### config.mk
export PLATFORM = sky130hd
export DESIGN_NAME = mid_unit_inverse
export DESIGN_NICKNAME = d
export VERILOG_FILES = /design/src/rtl/mid_unit_inverse_pkg.sv /design/src/rtl/mid_unit_inverse_sub_stage.sv /design/src/rtl/mid_unit_inverse.sv
export SDC_FILE = /design/constraint.sdc
export NUM_CORES = 1
export LEC_CHECK = 0
export ABC_AREA = 0
export CAP_MARGIN = 0
export CORE_ASPECT_RATIO = 2
export CORE_MARGIN = 2
export CORE_UTILIZATION = 55
export DETAILED_ROUTE_END_ITERATION = 8
export PLACE_DENSITY = 0.95
export SLEW_MARGIN = 10
export SYNTH_ARGS = -nofsm -noshare
export SYNTH_HDL_FRONTEND = slang
export SYNTH_SLANG_ARGS = --single-unit
### constraint.sdc
create_clock -name clk -period 2.7 [get_ports clk]
set_input_delay 0.54 -clock clk [delete_from_list [all_inputs] [get_ports clk]]
set_output_delay 0.54 -clock clk [all_outputs]
set_load 0.02 [all_outputs]
### src/rtl/mid_unit_inverse_pkg.sv
// Shared types for the mid_unit inverse pipeline: occupancy encoding of the
// two per-stage valid bits.
package mid_unit_inverse_pkg;

  // occupancy | meaning
  // EMPTY     | no stage holds data
  // TAIL      | only stage 2 holds data
  // HEAD      | only stage 1 holds data
  // FULL      | both stages hold data
  typedef enum logic [1:0] {
    OCC_EMPTY = 2'b00,
    OCC_TAIL  = 2'b01,
    OCC_HEAD  = 2'b10,
    OCC_FULL  = 2'b11
  } occ_t;

  function automatic occ_t occupancy(input logic v1, input logic v2);
    return occ_t'({v1, v2});
  endfunction

endpackage

### src/rtl/mid_unit_inverse_sub_stage.sv
// One elastic registered subtract stage: d = a - b (mod 2^W), with the
// subtrahend forwarded so the next stage can subtract it again.
module sub_stage #(
  parameter int W = 8
) (
  input  logic         clk,
  input  logic         rst,
  input  logic         in_valid,
  output logic         in_ready,
  input  logic [W-1:0] a,
  input  logic [W-1:0] b,
  output logic [W-1:0] pass,
  output logic [W-1:0] d,
  output logic         out_valid,
  input  logic         out_ready
);

  assign in_ready = !out_valid || out_ready;

  // Data only loads with a valid beat, so idle X operands never enter.
  always_ff @(posedge clk) begin
    if (rst) begin
      out_valid <= 1'b0;
      pass      <= '0;
      d         <= '0;
    end else if (in_ready) begin
      out_valid <= in_valid;
      if (in_valid) begin
        pass <= b;
        d    <= a - b;
      end
    end
  end

endmodule

### src/rtl/mid_unit_inverse.sv
// Recovers y = (z - 2*x) mod 2^W from mid_unit (x, z) pairs using two
// chained subtract stages, and counts completed output transfers.
module mid_unit_inverse
  import mid_unit_inverse_pkg::*;
#(
  parameter int W  = 8,
  parameter int CW = 16
) (
  input  logic          clk,
  input  logic          rst,
  input  logic          in_valid,
  output logic          in_ready,
  input  logic [W-1:0]  in_x,
  input  logic [W-1:0]  in_z,
  output logic          out_valid,
  input  logic          out_ready,
  output logic [W-1:0]  out_y,
  output logic          busy,
  output logic [CW-1:0] out_count
);

  logic         v1;
  logic         ready2;
  logic [W-1:0] x1;
  logic [W-1:0] t1;
  logic [W-1:0] unused_x2;
  occ_t         occ;

  sub_stage #(.W(W)) u_stage1 (
    .clk       (clk),
    .rst       (rst),
    .in_valid  (in_valid),
    .in_ready  (in_ready),
    .a         (in_z),
    .b         (in_x),
    .pass      (x1),
    .d         (t1),
    .out_valid (v1),
    .out_ready (ready2)
  );

  sub_stage #(.W(W)) u_stage2 (
    .clk       (clk),
    .rst       (rst),
    .in_valid  (v1),
    .in_ready  (ready2),
    .a         (t1),
    .b         (x1),
    .pass      (unused_x2),
    .d         (out_y),
    .out_valid (out_valid),
    .out_ready (out_ready)
  );

  assign occ  = occupancy(v1, out_valid);
  assign busy = (occ != OCC_EMPTY);

  always_ff @(posedge clk) begin
    if (rst) begin
      out_count <= '0;
    end else if (out_valid && out_ready) begin
      out_count <= out_count + 1'b1;
    end
  end

endmodule

==> After elaboration in Yosys (flattened, before gate mapping) <==
Cells that the tools add are included.
{ "word_totals": {"elab_cells": 17, "reg_bits": 42, "inputBits": 20} }
{ "classes": {"add_sub_neg": 3, "n_reduce_logical": 8} }
{ "ops": {"columns": ["op", "count"], "rows": [
  ["$add 16x1->16 const B", 1],
  ["$sub 8x8->8", 2],
  ["$reduce_and 2->1", 2],
  ["$logic_not 1->1", 2],
  ["$logic_or 1x1->1", 2],
  ["$reduce_bool 2->1", 1],
  ["$logic_and 1x1->1", 1]
]} }

==> Logic depth before layout (Yosys ltp) <==
{ "logic_depth": {"depth_word": 4, "ltp_mapped": 8, "mapped_depth_nobuf": 8} }

==> Hierarchy <==
A second synthesis with hierarchy kept.
{ "hier_totals": {"cells_unflattened": 324, "hier_area_um2": 2647.5} }
{ "by_module_without_submodules": {"columns": ["mod", "seq_area_each_um2", "area_each_um2", "n_inst", "cells_each"], "rows": [
  ["sub_stage", 340.3, 959.7, 2, 120],
  ["mid_unit_inverse", 320.3, 728.2, 1, 84]
]} }

==> Least setup slack after synthesis <==
No wires, ideal clock.
{ "synth_path": {"kind": "input-to-reg", "start": "in in_z[0]", "end": "reg u_stage1.d[6]", "arrival_time_ns": 1.780, "stages": 8, "required_ns": 2.570, "path_slack_ns": 0.790, "cell_sequence": "inv_1 -> ha_1 -> inv_1 -> fa_1 -> a21o_1 -> a211oi_1 -> or4b_1 -> nand4_1"} }
{ "synth_between": {"elab_chain_cells": 1} }
{ "synth_lines": {"columns": ["element", "line", "text"], "rows": [
  ["start, declared", "mid_unit_inverse.sv:14", "input logic [W-1:0] in_z,"],
  ["$sub 8x8->8", "mid_unit_inverse_sub_stage.sv:30", "d <= a - b;"],
  ["end signal, assigned", "mid_unit_inverse_sub_stage.sv:30", null],
  ["end, declared", "mid_unit_inverse_sub_stage.sv:13", "output logic [W-1:0] d,"]
]} }
Every way passes these cells.
A chain may end at the register's enable or synchronous reset.

==> Worst setup path after layout <==
{ "layout_path": {"start": "in out_ready", "end": "out in_ready"} }
{ "layout_between": {"elab_chain_cells": 2} }
{ "layout_lines": {"columns": ["element", "line", "text"], "rows": [
  ["start, declared", "mid_unit_inverse.sv:16", "input logic out_ready,"],
  ["$logic_or 1x1->1 (2 in a row)", "mid_unit_inverse_sub_stage.sv:18", "assign in_ready = !out_valid || out_ready;"],
  ["end, declared", "mid_unit_inverse.sv:12", "output logic in_ready,"]
]} }
Every way passes these cells.

==> key figures <==
Pwr
  – LEAKAGE: around 1.1 nW
  – Worst vdd ir: ~0.33 mV
  – PD cells: between 400 and 500 nW/um2

Min path
  – Min-delay src: u_stage1.pass[5]
  – Hold depth: 2
  – Min-Delay Path Class: reg2reg
  – Hold Crit Endpoint: u_stage1.pass[5]

CTS
  – Sink Count: 42
  – Setup bufs post-CTS: 0
  – Root buffer cell: clkbuf_8
  – Clock Latency Late Sink: roughly 290 ps
  – H-tree depth: 2
  – Clock buffer depth: 2
  – Post-CTS Hold Buffers: 0
  – Worst-path clk slew: around 80 ps
  – Post-CTS sizing: 0
  – CTS buffer count: 5
  – TritonCTS clock tree: done

Placement
  – Pre-CTS setup slack: 174.5 ps
  – Port Buffer Count: between 40 and 50
  – GP Congestion: about 0.84
  – DPL Wire Length: 4216 um
  – Placed cell count: ~380

Finish
  – Antenna Cells: 0
  – Fill count: approximately 300
  – Fin nets: about 370
  – Commonest non-fill, non-tap cell in the layout: clkdlybuf4s50_1
  – Most frequent cells in the layout: 46 x clkdlybuf4s50_1, 42 x dfxtp_1, 34 x nand2_1, 28 x a21oi_1, 25 x nor2_1
  – Area growth syn-to-layout: 25.46%
  – Share of cells above drive strength 1: 5.045%
  – Post-route insts no fill: about 400

Route
  – Drt first pass iters: 4
  – Via/cell ratio: between 5 and 6
  – Initial DRC Count: 65
  – Detail Route Antenna Nets: 0
  – Drt total wl: between 5000 and 6000 um
  – Via count: ~2.3k
  – Drt drc: 0
  – Avg WL per Cell: ~14 um

Floorplanning
  – FP Rows: 33
  – Effective utilization at floorplan: between 50% and 60%
  – Die width: between 50 and 60 um
  – Core Region: slightly above 4000 um2
  – Die Ht: roughly 96 um
  – Die ar.: approximately 4800 um2
  – Number of I/O pins: 47

Synth
  – Mapped cell area: 2335 um2
  – Post-synth top flop: dfxtp_1
  – Top post-synthesis cells by area: dfxtp_1 36%, ha_1 8.0%, a21oi_1 6.0%
  – Register area share after synthesis: 36.01%
  – Syn Nets: roughly 330
  – Number of synthesis warnings: 0
  – Post-Synthesis Cells: 290
  – XOR/XNOR share of the synthesized area: 6.002%
  – Netlist cell types: 46
  – Largest family of logic cells by synthesized area: simple AND/OR/NAND/NOR gates
  – Ys async rst share: 0%
  – Area fraction in compound gates after synthesis: between 15 and 20%
  – Post-Synth Simple-Gate Area: 26.10%
  – Post-synthesis mux area share: 0.4823%
  – Yosys reg bits: 42
  – Yosys top cell by area: dfxtp_1
  – Post-synth EDFFs: 0
  – Mean Syn Cell Area: about 8 um2
  – Post-synthesis adder-cell area fraction: 9.753%
  – Synth top area share: 36.01%

STA
  – Final worst setup slack: about 340 ps
  – Fin crit period: ~2400 ps
  – Slew margin rel.: around three fifths
  – Slew at the pin closest to its max-slew limit: between 500 and 600 ps
  – Final Cycle Share: 87.24%
  – RSZ-0062 raised after global routing: no
  – Setup tns final: 0 ps
  – Max Fclk: approximately 420 MHz
  – Final Hold Viols: 0
  – Layout Skew: between 4 and 5 ps
  – Final-report max-slew violation count: 0
  – Final setup fails: 0

Setup path
  – Max Fanout on Critical Path: 4
  – Worst Reg-to-Reg Cells: 6
  – FF-to-FF End: u_stage2.d[7]
  – WP data required: 2160 ps
  – CP Launch Type: input port
  – Crit path kind: in2out
  – Worst r2r src: u_stage1.pass[2]
  – FF-to-FF setup slack: 840 ps
  – Worst Path Arrival: 1820 ps
  – Crit path capture type: output port

GRT
  – Antenna violations before repair: 0
  – Grt total ovfl: 0
  – First-pass GRT wire length: approximately 9400 um
  – Busiest grt layer: met2
  – Vias in the first global route: between 2k and 2.5k
  – GR Util All Layers: around a quarter
  – M1 GR Usage: 22.72%
  – Largest net degree at the start of global routing: 26
  – Routing usage on met3: 3.571%
  – GRT met2 Usage: ~49%

Job
  – Max-Cap Viols: 0

Outcome
  – Outcome: complete, no violations
synthesized netlist by cell type, drive strengths merged (3+ instances only):
library cell / number
o211ai: 5
nor3: 5
nand3b: 3
or4: 4
a21oi: 28
clkbuf: 5
xor2: 4
and2: 4
xnor2: 12
a211oi: 7
nand3: 21
inv: 24
dfxtp: 42
nor2: 25
nand2: 35
buf: 6
o21a: 4
o21ai: 7
nor4: 4
a21o: 3
ha: 15
nand4: 4
metal layers:
layer | share of wire [%] | vias to the layer above | wire (um)
li1 | - | 1097 | -
met1 | 35 | 1060 | 1931
met2 | 58 | 80 | 3213
met3 | 3.1 | 22 | 173
met4 | 4.1 | 0 | 229
met5 | 0 | - | 0
worst max-delay path by stage:
stage	startpoint	to	cells after the start
2_1_floorplan	in_z[0]	u_stage1.d[6]	8
3_3_place_gp	in_x[0]	u_stage1.d[6]	8
3_5_place_dp	in_x[0]	u_stage1.d[6]	8
4_1_cts	out_ready	in_ready	3
5_1_grt	out_ready	in_ready	3
6_report	out_ready	in_ready	3
power breakdown:
group          internal, mW  switching [mW]  leakage (nW)  total (mW)
clock network         0.178           0.199        0.0383       0.377
logic                 0.146           0.182         0.751       0.328
registers             0.653          0.0234         0.343       0.676
cells by family (layout without fill, tap and decap cells):
logic type	Yosys count	after routing
simple gates	118	118
compound gates	60	60
flops	42	42
buf+inv	36	83
fa+ha+maj	17	17
xor+xnor	16	16
mux	1	1
critical path, cell delays in order:
cell             delay, ps
clkdlybuf4s50_1        470
nand3b_1               180
clkdlybuf4s50_1        630
cell type report:
class                           count  area (um2)  area share, %
Inverter                           25       93.84          3.204
Clock buffer                        7       76.32          2.606
Sequential cell                    42       840.8          28.71
Timing Repair Buffer               51       498.0          17.00
Tap cell                           52       65.06          2.221
Multi-Input combinational cell    212        1355          46.26
state kept, by name (all words and copies together) (netlist names):
signal and flops:
out_count 16, u_stage1.d 8, u_stage1.out_valid 1, u_stage1.pass 8, u_stage2.d 8, u_stage2.out_valid 1
stage by stage:
step / utilization (%) / power [mW] / instance area [um2] / hold slack (ps)
floorplan: - / 0.8950 / 2335 / 436.3
global placement: 69.79 / 0.9986 / 2853 / 442.5
detailed placement: 69.79 / 1.013 / 2853 / 449.6
CTS: 71.66 / 1.377 / 2929 / 459.3
global route: 71.66 / 1.447 / 2929 / 491.6
finish: 71.66 / 1.382 / 2929 / 459.8
(Power assumes the default switching activity.)
